File: src/rtl/al422_pkg.sv
// Shared AL422 frame-buffer types and default geometry, used by the write and readout stages.
package al422_pkg;

  typedef enum logic [1:0] {
    WRST,
    WAIT_SOF,
    WRITE
  } wr_state_t;

  localparam int AL422_FRAME_BYTES = 6144;
  localparam int AL422_WRST_CYCLES = 4;

endpackage

File: src/rtl/al422_wr_strobe.sv
// AL422 write-port pin driver: one byte per two cycles (data+/WE, then WCK high), plus the /WRST rewind burst.
// Requests take effect on the next edge; rst_done is combinational so the FSM can leave WRST on the same edge.
module al422_wr_strobe #(
  parameter int WRST_CYCLES = 4
) (
  input  logic       in_clk,
  input  logic       in_nrst,
  input  logic       rst_req,
  input  logic       wr_req,
  input  logic [7:0] wr_data,
  output logic       rst_done,
  output logic       wck,
  output logic       we_n,
  output logic       wrst_n,
  output logic [7:0] data
);

  localparam int ECNT_W = $clog2(WRST_CYCLES + 1);
  localparam logic [ECNT_W-1:0] ECNT_LAST = ECNT_W'(WRST_CYCLES);

  logic              phase;
  logic [ECNT_W-1:0] ecnt;

  // The last counted rising edge leaves wck high, so finishing always drops wck with /WRST release.
  assign rst_done = rst_req && !wrst_n && (ecnt == ECNT_LAST);

  always_ff @(posedge in_clk or negedge in_nrst) begin
    if (!in_nrst) begin
      phase  <= 1'b0;
      wck    <= 1'b0;
      we_n   <= 1'b1;
      wrst_n <= 1'b1;
      data   <= '0;
      ecnt   <= '0;
    end else if (rst_req && !rst_done) begin
      we_n  <= 1'b1;
      phase <= 1'b0;
      // /WRST settles a full cycle before the first WCK rise.
      if (wrst_n) begin
        wrst_n <= 1'b0;
        wck    <= 1'b0;
      end else begin
        wck <= ~wck;
        if (!wck) begin
          ecnt <= ecnt + 1'b1;
        end
      end
    end else begin
      if (rst_done) begin
        wrst_n <= 1'b1;
        ecnt   <= '0;
      end
      if (phase) begin
        wck   <= 1'b1;
        phase <= 1'b0;
      end else begin
        wck <= 1'b0;
        if (wr_req) begin
          data  <= wr_data;
          we_n  <= 1'b0;
          phase <= 1'b1;
        end else begin
          we_n <= 1'b1;
        end
      end
    end
  end

endmodule

File: src/rtl/al422_frame_writer.sv
// Frame writer into the AL422 FIFO: rewinds per frame, writes FRAME_BYTES bytes, flags done/abort.
// Two cycles per byte; in_ready is registered and drops during rewind, in-flight writes and held-byte replay.
module al422_frame_writer
  import al422_pkg::*;
#(
  parameter int FRAME_BYTES = AL422_FRAME_BYTES,
  parameter int CNT_W       = 13,
  parameter int WRST_CYCLES = AL422_WRST_CYCLES
) (
  input  logic       in_clk,
  input  logic       in_nrst,
  input  logic [7:0] in_data,
  input  logic       in_valid,
  input  logic       in_sof,
  output logic       in_ready,
  output logic       al422_wck_out,
  output logic       al422_we_out,
  output logic       al422_wrst_out,
  output logic [7:0] al422_data_out,
  output logic       frame_done,
  output logic       frame_abort
);

  localparam logic [CNT_W-1:0] LAST_IDX = CNT_W'(FRAME_BYTES - 1);

  wr_state_t        state, state_d;
  logic [CNT_W-1:0] count, count_d;
  logic             pending, pending_d;
  logic             last_q, last_d;
  logic [7:0]       hold, hold_d;
  logic             ready_d, done_d, abort_d;
  logic             accept;
  logic             wr_req, rst_req, rst_done;
  logic [7:0]       wr_data;

  assign accept = in_valid & in_ready;

  always_comb begin
    state_d   = state;
    count_d   = count;
    pending_d = pending;
    last_d    = last_q;
    hold_d    = hold;
    done_d    = 1'b0;
    abort_d   = 1'b0;
    wr_req    = 1'b0;
    rst_req   = 1'b0;
    wr_data   = in_data;
    unique case (state)
      WRST: begin
        rst_req = 1'b1;
        if (rst_done) begin
          count_d = '0;
          if (pending) begin
            // Replay the byte that cut the previous frame short as byte 0.
            wr_req    = 1'b1;
            wr_data   = hold;
            pending_d = 1'b0;
            count_d   = CNT_W'(1);
            state_d   = WRITE;
          end else begin
            state_d = WAIT_SOF;
          end
        end
      end
      WAIT_SOF: begin
        if (accept && in_sof) begin
          wr_req  = 1'b1;
          count_d = CNT_W'(1);
          state_d = WRITE;
        end
      end
      WRITE: begin
        if (last_q && al422_wck_out) begin
          done_d  = 1'b1;
          last_d  = 1'b0;
          count_d = '0;
          state_d = WRST;
        end else if (accept) begin
          if (in_sof) begin
            hold_d    = in_data;
            pending_d = 1'b1;
            abort_d   = 1'b1;
            count_d   = '0;
            state_d   = WRST;
          end else begin
            wr_req = 1'b1;
            // Terminal byte parks the counter instead of stepping past FRAME_BYTES-1.
            if (count == LAST_IDX) begin
              last_d = 1'b1;
            end else begin
              count_d = count + 1'b1;
            end
          end
        end
      end
      default: state_d = WRST;
    endcase
    ready_d = ((state_d == WAIT_SOF) || (state_d == WRITE)) && !wr_req && !pending_d && !last_d;
  end

  always_ff @(posedge in_clk or negedge in_nrst) begin
    if (!in_nrst) begin
      state       <= WRST;
      count       <= '0;
      pending     <= 1'b0;
      last_q      <= 1'b0;
      hold        <= '0;
      in_ready    <= 1'b0;
      frame_done  <= 1'b0;
      frame_abort <= 1'b0;
    end else begin
      state       <= state_d;
      count       <= count_d;
      pending     <= pending_d;
      last_q      <= last_d;
      hold        <= hold_d;
      in_ready    <= ready_d;
      frame_done  <= done_d;
      frame_abort <= abort_d;
    end
  end

  al422_wr_strobe #(
    .WRST_CYCLES(WRST_CYCLES)
  ) u_strobe (
    .in_clk  (in_clk),
    .in_nrst (in_nrst),
    .rst_req (rst_req),
    .wr_req  (wr_req),
    .wr_data (wr_data),
    .rst_done(rst_done),
    .wck     (al422_wck_out),
    .we_n    (al422_we_out),
    .wrst_n  (al422_wrst_out),
    .data    (al422_data_out)
  );

endmodule

File: config.mk
export PLATFORM = sky130hd
export DESIGN_NAME = al422_frame_writer
export DESIGN_NICKNAME = d
export VERILOG_FILES = /design/src/rtl/al422_pkg.sv /design/src/rtl/al422_wr_strobe.sv /design/src/rtl/al422_frame_writer.sv
export SDC_FILE = /design/constraint.sdc
export NUM_CORES = 1
export LEC_CHECK = 0
export CAP_MARGIN = 0
export CORE_MARGIN = 10
export CORE_UTILIZATION = 50
export DETAILED_ROUTE_END_ITERATION = 10
export PLACE_DENSITY = 0.85
export SLEW_MARGIN = 15
export SYNTH_ARGS = -nofsm -noshare
export SYNTH_HDL_FRONTEND = slang
export SYNTH_SLANG_ARGS = --single-unit
File: constraint.sdc
create_clock -name in_clk -period 2.15 [get_ports in_clk]
set_input_delay 0.5375 -clock in_clk [delete_from_list [all_inputs] [get_ports in_clk]]
set_output_delay 0.5375 -clock in_clk [all_outputs]
set_load 0.005 [all_outputs]
# [Yosys cells after proc, flatten, opt, wreduce, memory -nomap -nowiden]
# Index checks and enable logic that the tools add are counted.
[totals] regBits=43 elab_cells=112
[op_classes] addsub=2 bitwise_logic=5 n_reduce_logical=21 n_eq_ne=13 mux=57
[ops] operator="$mux W13" count=6
[ops] operator="$pmux W13 S3" count=1
[ops] operator="$mux W1" count=34
[ops] operator="$mux W8" count=3
[ops] operator="$add A13 B1 Y13 const B" count=1
[ops] operator="$eq A13 B13 Y1 const B" count=1
[ops] operator="$mux W2" count=6
[ops] operator="$mux W3" count=4
[ops] operator="$logic_and A1 B1 Y1" count=8
[ops] operator="$ne A2 B2 Y1 const B" count=4
[ops] operator="$pmux W2 S3" count=1
[ops] operator="$reduce_and A3 Y1" count=2
[ops] operator="$logic_not A1 Y1" count=5
[ops] operator="$reduce_and A5 Y1" count=1
[ops] operator="$eq A2 B1 Y1 const B" count=2
[ops] operator="$eq A2 B2 Y1 const B" count=2
[ops] operator="$ne A4 B4 Y1 const B" count=1
[ops] operator="$not A1 Y1" count=4
[ops] operator="$reduce_and A4 Y1" count=1
[ops] operator="$add A3 B1 Y3 const B" count=1
[ops] operator="$eq A3 B3 Y1 const B" count=1
[ops] operator="$ne A3 B3 Y1 const B" count=1
[ops] operator="$pmux W1 S3" count=1
[ops] operator="$reduce_bool A3 Y1" count=1
[ops] operator="other kinds (6)" count=6

# [Depth between registers and ports, before layout]
# Gate-level depths: netlist of run 1.
[logic_depth] ltp_word=11 mapped_depth=9

# [By module]
# A second synthesis of run 1 with hierarchy kept.
[unflattened] hier_cells=228 hier_area_um2=2311.0
[modules_own_cells] mod="al422_frame_writer" cells_each=181 n_inst=1 seq_area_each_um2=700.7 area_each_um2=1647.8
[modules_own_cells] mod="al422_wr_strobe" cells_each=47 n_inst=1 seq_area_each_um2=377.9 area_each_um2=663.1

# [Worst setup path after synthesis of run 1]
# OpenSTA, ideal clock, no wires.
[synth_timing] kind="register -> register" from="register state[1]" to="register u_strobe.data[0]" setup_ns=0.125 t_required_ns=2.025 path_stages_with_launch=10 t_arrival_ns=2.001 path_slack_ns=0.024 period_less_slack_ns=2.126 path_cell_list="dfrtp_1 -> inv_1 -> ha_1 -> buf_4 -> and2b_4 -> and3_1 -> a31oi_1 -> or4_1 -> buf_6 -> mux2_4"
[synth_between] elab_chain_len=8
[synth_lines] element="start: declaration" line="al422_frame_writer.sv:26" source="wr_state_t state, state_d;"
[synth_lines] element="start signal: assignment" line="al422_frame_writer.sv:113" source="state <= state_d;"
[synth_lines] element="branches (longest 8 deep; another with $pmux W1 S3)"
[synth_lines] element="end signal: assignment" line="al422_wr_strobe.sv:59" source="data <= wr_data;"
[synth_lines] element="end: declaration" line="al422_wr_strobe.sv:15" source="output logic [7:0] data"
# Several ways; the timed one is not identified.
# A chain may end at the register's enable or synchronous reset.

# [Worst setup path in the final report of run 1]
[layout_timing] from="register state[1]" to="register u_strobe.data[3]"
# Same word-level chain as after synthesis.

==> results, run 1 <==
- Cells with a size suffix above 1 make up between 30 and 40% of the layout.
- The library cell used most frequently in the layout, excluding fill and tap cells, is dfrtp_1.
- The die footprint is 0.007738 mm2.
- The nature of the critical path startpoint is a flop.
- Counting every sink on the clock net gives between 40 and 50.
- The maximum buffer depth of the clock tree is 2.
- Relative to the synthesized area, the layout overhead comes to 29.85%.
- Global routing consumed, over all layers together, a little over an eighth of the routing resources.
- The worst setup path endpoint is u_strobe.data[3]$_DFFE_PN0P_.
- The worst-case hold slack is between 0.2 and 0.3 ns.
- The final cycle utilization of the critical path is 99.94%.
- The beginning of the worst register-to-register path is state[1]$_DFF_PN0_.
- At the end of routability-driven placement, the weighted congestion stood at between 0.9 and 1.
- The static leakage is 0.001370 uW.
- In the layout the commonest cells are dfrtp_1, buf_4, clkdlybuf4s50_1.
- The sequential area share after synthesis is 46.70%.
- The register bit count reported by yosys is 43.
- The total of hold buffers inserted after clock tree synthesis is 0.
- The first routing iteration left between 200 and 250 violations.
- The number of synthesized flops with an enable pin is 0.
- The clock slew seen by the registers of the worst setup and hold paths is 0.09 ns.
- The number of design rule violations left after detail routing is 0.
- The type of element capturing the critical path is a flop.
- The initial core utilization is ~52%.
- The maximum clock frequency is 465.4 MHz.
- Entering global routing, the biggest net connects between 40 and 50 pins.
- The share of synthesized registers carrying an async set or reset is 100.0%.
- Across all register-to-register paths, the minimum setup slack is 0.001 ns.
- Setup repair after global routing could not meet its margin everywhere.
- The floorplan has 24 rows.
- Counting I/O delays and the setup requirement, the final critical path takes 2.149 ns.
- The tool flagged a number of max-cap violations equal to 0.
- The number of hold violations in the final report is 0.
- The endpoint of the worst register-to-register path is u_strobe.data[3]$_DFFE_PN0P_.
- The first-pass detailed-route iteration total is 4.
- The peak supply drop is 0.3528 mV.
- The post-synthesis cell type with the largest combined area is dfrtp_1.
- In this run the number of H-tree levels came out at 2.
- The detail route stage leaves a number of antenna-violating nets equal to 0.
- In this run the standard cell core region covers 0.004414 mm2.
- In the final routed layout, each cell accounts on average for around 17 um.
- The worst pin sits at a relative slew slack of around 61%.
- The number of inserted diodes is 0.
- During placement, the flow inserted port buffers numbering 25.
- Buffers inserted during clock tree synthesis total 5.
- The synthesized area per cell is 10.74 um2.
- At the pin with the least slew margin, the transition time is between 0.5 and 0.6 ns.
- For this run the aggregate overflow at the end of global routing stands at 0.
- The post-synth net total is 234.
- The clock tree root driver cell is clkbuf_8.
- The launch point of the worst path is state[1]$_DFF_PN0_.
- The run finished with clean final reports.
- Of all nets on the critical path, the largest fanout is 5.
- The via count of the first global-routing pass is 1,830.
- For this design the top-level I/O count stands at 26.
- The distinct cell type count of the synthesized netlist is 46.
- The clock arrives with between 0.009 and 0.01 ns of skew.
- After synthesis, the largest area contributor takes up 44.42% of total cell area.
- In the synthesized netlist, the number of instances is around 220.
- The routed via count is approximately 1,900.
- Summed over all layers, the routed wires come to around 5400 um.
- In the final design database the tool counted roughly 290 nets.
- After layout, the worst setup slack is around 0.0013 ns.
- In the final timing run, aggregate negative setup slack is 0 ns.
- The via density per instance is about 5.8.
- The area of the mapped netlist is between 0.002 and 0.0025 mm2.
- Setup violations remaining at the end of the flow were counted as 0.
- The type of the worst setup path is reg -> reg.
- The die span in y is roughly 88 um.
- Summed over all nets, the half-perimeter wirelength after detailed placement is roughly 3700 um.
- The power density over the cells is approximately 460 mW/mm2.
- The minimum setup slack after placement is -0.3099 ns.
- The horizontal die dimension is 87.97 um.
- The number of cells on the worst reg-to-reg path is 8.
- At the later pin of the worst-skew pair, clock insertion delay measures approximately 0.3 ns.
- Cells fill between 60 and 70% of the core in the end.
- Yosys printed 0 warnings.
- For the worst setup path, the data arrival time is around 2.3 ns.
- The dominant register cell in the synthesized netlist is dfrtp_1.
- By area the synthesized netlist is led by dfrtp_1, mux2_2, mux2_4.
- The number of pins with negative max-slew slack in the final report is 0.
- The path type of the worst min-delay path is in -> async.
- The first global-routing pass estimated ~8600 um of wire.
- At the worst endpoint, the required time is around 2.3 ns.
- The number of antenna violations at the first check in global routing is 0.
- TritonCTS built the clock tree.
[synth_stat cells, types with 2 or more instances]
| cell | number |
|---|---|
| dfrtp_1 | 41 |
| o31ai_1 | 8 |
| a21oi_1 | 5 |
| buf_6 | 2 |
| clkbuf_1 | 2 |
| mux2_2 | 18 |
| inv_1 | 12 |
| o22ai_1 | 5 |
| o41ai_1 | 2 |
| and2_1 | 3 |
| nor3_1 | 3 |
| nand3_1 | 11 |
| o21ba_2 | 2 |
| o211ai_1 | 3 |
| o21ai_0 | 19 |
| nand2_1 | 13 |
| a31oi_1 | 5 |
| mux2_4 | 8 |
| and3_1 | 5 |
| dfstp_2 | 2 |
| buf_2 | 3 |
| ha_1 | 7 |
| nor2_1 | 13 |
[worst min-delay path by stage]
stage	from	slack, ns	cells past startpoint	to
after floorplan	in_nrst	0.24	0	count[0]$_DFFE_PN0P_
after global placement	count[10]$_DFFE_PN0P_	0.46	1	count[10]$_DFFE_PN0P_
after detailed placement	count[10]$_DFFE_PN0P_	0.46	1	count[10]$_DFFE_PN0P_
after CTS	in_nrst	0.31	2	count[3]$_DFFE_PN0P_
after global routing	in_nrst	0.35	2	count[3]$_DFFE_PN0P_
final	in_nrst	0.29	2	count[3]$_DFFE_PN0P_
[layer usage]
layer	global-route usage [%]	up-vias	part of all wire, %
met5	0	-	0
met4	3.768	0	0.61
met3	4.550	2	7.3
met2	20.17	62	47
met1	18.01	914	45
li1	-	897	-
[worst max-delay path: stages (launching register included)]
cell and delay, ns:
dfrtp_2 0.45, inv_2 0.08, ha_2 0.18, and2b_4 0.15, and3_4 0.22, a31oi_4 0.05
or4_4 0.45, buf_6 0.16, mux2_4 0.29
[area by class of cell]
type	count	area [um2]
fill	305	1415
tap	52	65.06
sequential	43	1080
multi-input combinational	152	1234
inverter	12	45.04
clock inverter	3	23.77
clock buffer	5	68.82
timing repair buffer	54	483.0
[timing repair]
action                                 4_1_cts  5_1_grt
gates resized for setup                      4       27
endpoints found under the hold margin        0        0
cloned                                       0        1
pin swaps                                    0        4
buffers inserted                             0        0
setup endpoints to repair                    9       22
[state kept, by name, summed over array words and instances, names as in the netlist, 2 cells and up]
register and count:
count 13, u_strobe.data 8, u_strobe.ecnt 3, state 2, hold 8
[where the power goes]
| part | internal, uW | total [uW] | leakage [uW] | switching, uW |
|---|---|---|---|---|
| logic | 26.8 | 54.0 | 0.000752 | 27.3 |
| registers | 808 | 808 | 0.000577 | 0 |
| clock network | 232 | 529 | 0.0000408 | 297 |
| total | 1070 | 1390 | 0.00137 | 324 |
[cell families (layout without fill, tap and decap cells)]
family	Yosys count	in the layout	synth area share, %
AOI/OAI and AO/OA	60	60	17.93
adders and majority gates	7	7	3.792
and+or+nand+nor	58	58	12.95
DFF	43	43	46.70
muxes	27	27	14.41
buffers and inverters	20	74	4.225
[metrics by stage]
step                power, uW  cells  area (um2)
global route             1435    321        2999
global placement        876.9    312        2778
CTS                      1407    320        2882
floorplan               833.9    215        2310
detailed placement      877.7    312        2778
finish                   1391    321        2999
No activity file was read; power rests on OpenSTA's default activity.
==> run 2, diff against run 1 <==
--- a/config.mk
+++ b/config.mk
@@ -6,11 +6,12 @@
 export NUM_CORES = 1
 export LEC_CHECK = 0
 export CAP_MARGIN = 0
-export CORE_MARGIN = 10
+export CORE_MARGIN = 2
 export CORE_UTILIZATION = 50
 export DETAILED_ROUTE_END_ITERATION = 10
+export HOLD_SLACK_MARGIN = 0.15
 export PLACE_DENSITY = 0.85
-export SLEW_MARGIN = 15
+export SLEW_MARGIN = 10
 export SYNTH_ARGS = -nofsm -noshare
 export SYNTH_HDL_FRONTEND = slang
 export SYNTH_SLANG_ARGS = --single-unit
==> results, run 2 (synthesis gave the netlist of run 1 again) <==
- The largest register by flop count is count.
- STA classifies the critical path startpoint as a flop.
- For this run, the total global-route usage over all layers was measured as 22.29%.
- The number of endpoints failing setup at the final stage is 8.
- The final layout contains ~300 nets.
- Final hold analysis gives a worst-case slack of slightly above 0.3 ns.
- The required time of the worst setup path is 2.33 ns.
- The worst setup skew after layout is between 0.008 and 0.009 ns.
- Clock-pin slew was measured on the worst setup and hold paths at ~0.08 ns.
- The half-perimeter wire length after detailed placement is 3765 um.
- The congestion estimate from routability-driven global placement came to approximately 0.96.
- The first-pass detailed-route iteration total is 5.
- The final reports fail on negative setup slack.
- Clock tree synthesis found a total of 43 sinks.
- The path type of the worst min-delay path is in -> async.
- The utilization after layout is 68.11%.
- The number of CTS-inserted buffers is 5.
- The library cells used most frequently in the layout, excluding fill and tap cells, are dfrtp_1, buf_4, clkdlybuf4s50_1.
- The floorplan step set the die height to 71.97 um.
- Across the VDD grid, the largest voltage drop is around 0.42 mV.
- The library cell used most frequently in the layout, excluding fill and tap cells, is dfrtp_1.
- After detailed routing, the total wire length is 5478 um.
- The clock period minus final worst setup slack is 2.188 ns.
- In the finished design, the share of the clock period the worst path needs comes to 101.7%.
- The maximum clock frequency is approximately 460 MHz.
- The number of antenna violations at the first check in global routing is 0.
- The maximum buffer depth of the clock tree is 2.
- The detail-routed net length per standard cell is roughly 17 um.
- The routed layout has approximately 1,900 vias.
- The overflow left after global routing is 0.
- The via count of the first global-routing pass is 1,866.
- The horizontal die dimension is a little over 70 um.
- The maximum fanout encountered on the critical timing path is 8.
- The static leakage is about 0.0014 uW.
- The clock tree root driver cell is clkbuf_8.
- Setup repair after global routing could not meet its margin everywhere.
- The die footprint is roughly 0.0052 mm2.
- The global-route wire length before repair is about 8900 um.
- Data on the critical path arrives at its endpoint at 2.37 ns.
- Buffers inserted to repair hold after CTS numbered 0.
- The flow ran to the end, but the final reports show violations.
- The clock tree from TritonCTS is done.
- Port buffering added 25 buffers.
- In the routed design, unresolved DRC markers number 0.
- Fill cells in the final layout number between 300 and 400.
- The number of DRC markers in iteration 0 is about 240.
- The minimum setup slack in the final design is -0.03759 ns.
- Once detail routing completed, the nets flagged for antenna violations numbered 0.
- At the pin with the least slew margin, the transition time is around 0.66 ns.
- The H-tree was split into 2 levels.
- The largest registers in the layout are count: 13 flops, hold: 8 flops, u_strobe.data: 8 flops.
- The register with the most flip-flops in the layout has 13 of them.
- The post-route netlist has 33.21% of its cells at a drive strength greater than 1.
- Across the run, the number of max-cap violations was 0.
- The number of pins with negative max-slew slack in the final report was 0.
- The number of rows created at floorplan is 24.
- The type of element capturing the critical path is a flop.
- The area growth from synthesis to layout is 30.17%.
- Pin placement for this block handled 26 I/O pins.
- The later pin in the worst-skew pair is clocked with a latency of roughly 0.3 ns.
- For this configuration, the core starts out at a cell density of 52.32%.
- The number of hold violations in the final report is 0.
- Dividing total power by cell area gives a power density of ~460 mW/mm2.
- The remaining max-slew budget at the tightest pin is between 50 and 60%.
- The type of the worst setup path is reg -> reg.
- The number of antenna diodes in the final layout is 0.
- Dividing the detail-routed via count by the number of cells gives roughly 5.8.
- The total area inside the core boundary comes to approximately 0.0044 mm2.
- The largest net degree at the start of global routing is 44.
## run 2: layout make-up
cell class                      instances  area (um2)  share of cell area, %
Multi-Input combinational cell        152        1196                  39.78
Sequential cell                        43        1079                  35.87
Clock inverter                          2       12.51                 0.4161
Tap cell                               52       65.06                  2.164
Timing Repair Buffer                   62       536.8                  17.85
Inverter                               12       45.04                  1.498
Clock buffer                            6       72.57                  2.414
## run 2: path summary, 6_finish.rpt
| path | from | end | slack, ns | cells after the start |
|---|---|---|---|---|
| min reg2reg | count[12]$_DFFE_PN0P_ | count[12]$_DFFE_PN0P_ | 0.49 | 1 |
| min | in_nrst | count[6]$_DFFE_PN0P_ | 0.30 | 2 |
| max reg2reg | state[1]$_DFF_PN0_ | u_strobe.data[4]$_DFFE_PN0P_ | -0.04 | 8 |
| max | state[1]$_DFF_PN0_ | u_strobe.data[4]$_DFFE_PN0P_ | -0.04 | 8 |
| max in group asynchronous | in_nrst | u_strobe.wrst_n$_DFFE_PN1P_ | 1.47 | 2 |
| min in group in_clk | count[12]$_DFFE_PN0P_ | count[12]$_DFFE_PN0P_ | 0.49 | 1 |
## run 2: critical path: stages, from the launching register on
cell	delay [ns]
dfrtp_1	0.44
inv_1	0.08
ha_1	0.20
buf_4	0.17
inv_1	0.11
nor2_1	0.10
or4_4	0.52
buf_6	0.16
mux2_4	0.29
## run 2: routing by layer
| layer | track usage [%] | vias up | part of all wire, % |
|---|---|---|---|
| met1 | 29.60 | 925 | 46 |
| met4 | 6.918 | 0 | 1.9 |
| met5 | 0 | - | 0 |
| li1 | - | 910 | - |
| met3 | 4.306 | 16 | 4.4 |
| met2 | 37.24 | 56 | 48 |
## run 2: where the power goes
part / switching (uW) / leakage (uW) / internal (uW) / total (uW)
Sequential: 0 / 0.000578 / 808 / 808
Combinational: 27.1 / 0.000777 / 26.5 / 53.7
Clock: 280 / 0.0000412 / 227 / 508
## run 2: through the flow
step                cells  worst slack, ns  cell area, um2  total power (uW)  setup TNS [ns]
floorplan             215          0.02399            2310             833.9               0
CTS                   325          0.01367            2924              1380               0
detailed placement    317          -0.2801            2815             878.6          -5.337
global route          329         -0.08616            3007              1416         -0.6853
finish                329         -0.03759            3007              1369         -0.2081
global placement      317          -0.2377            2815             876.6          -4.430
## run 2: repair_timing
item / CTS / global route
pin swaps: 0 / 1
setup buffers: 0 / 3
gates resized for setup: 6 / 15
endpoints found under the setup margin: 8 / 20
cloned: 0 / 1
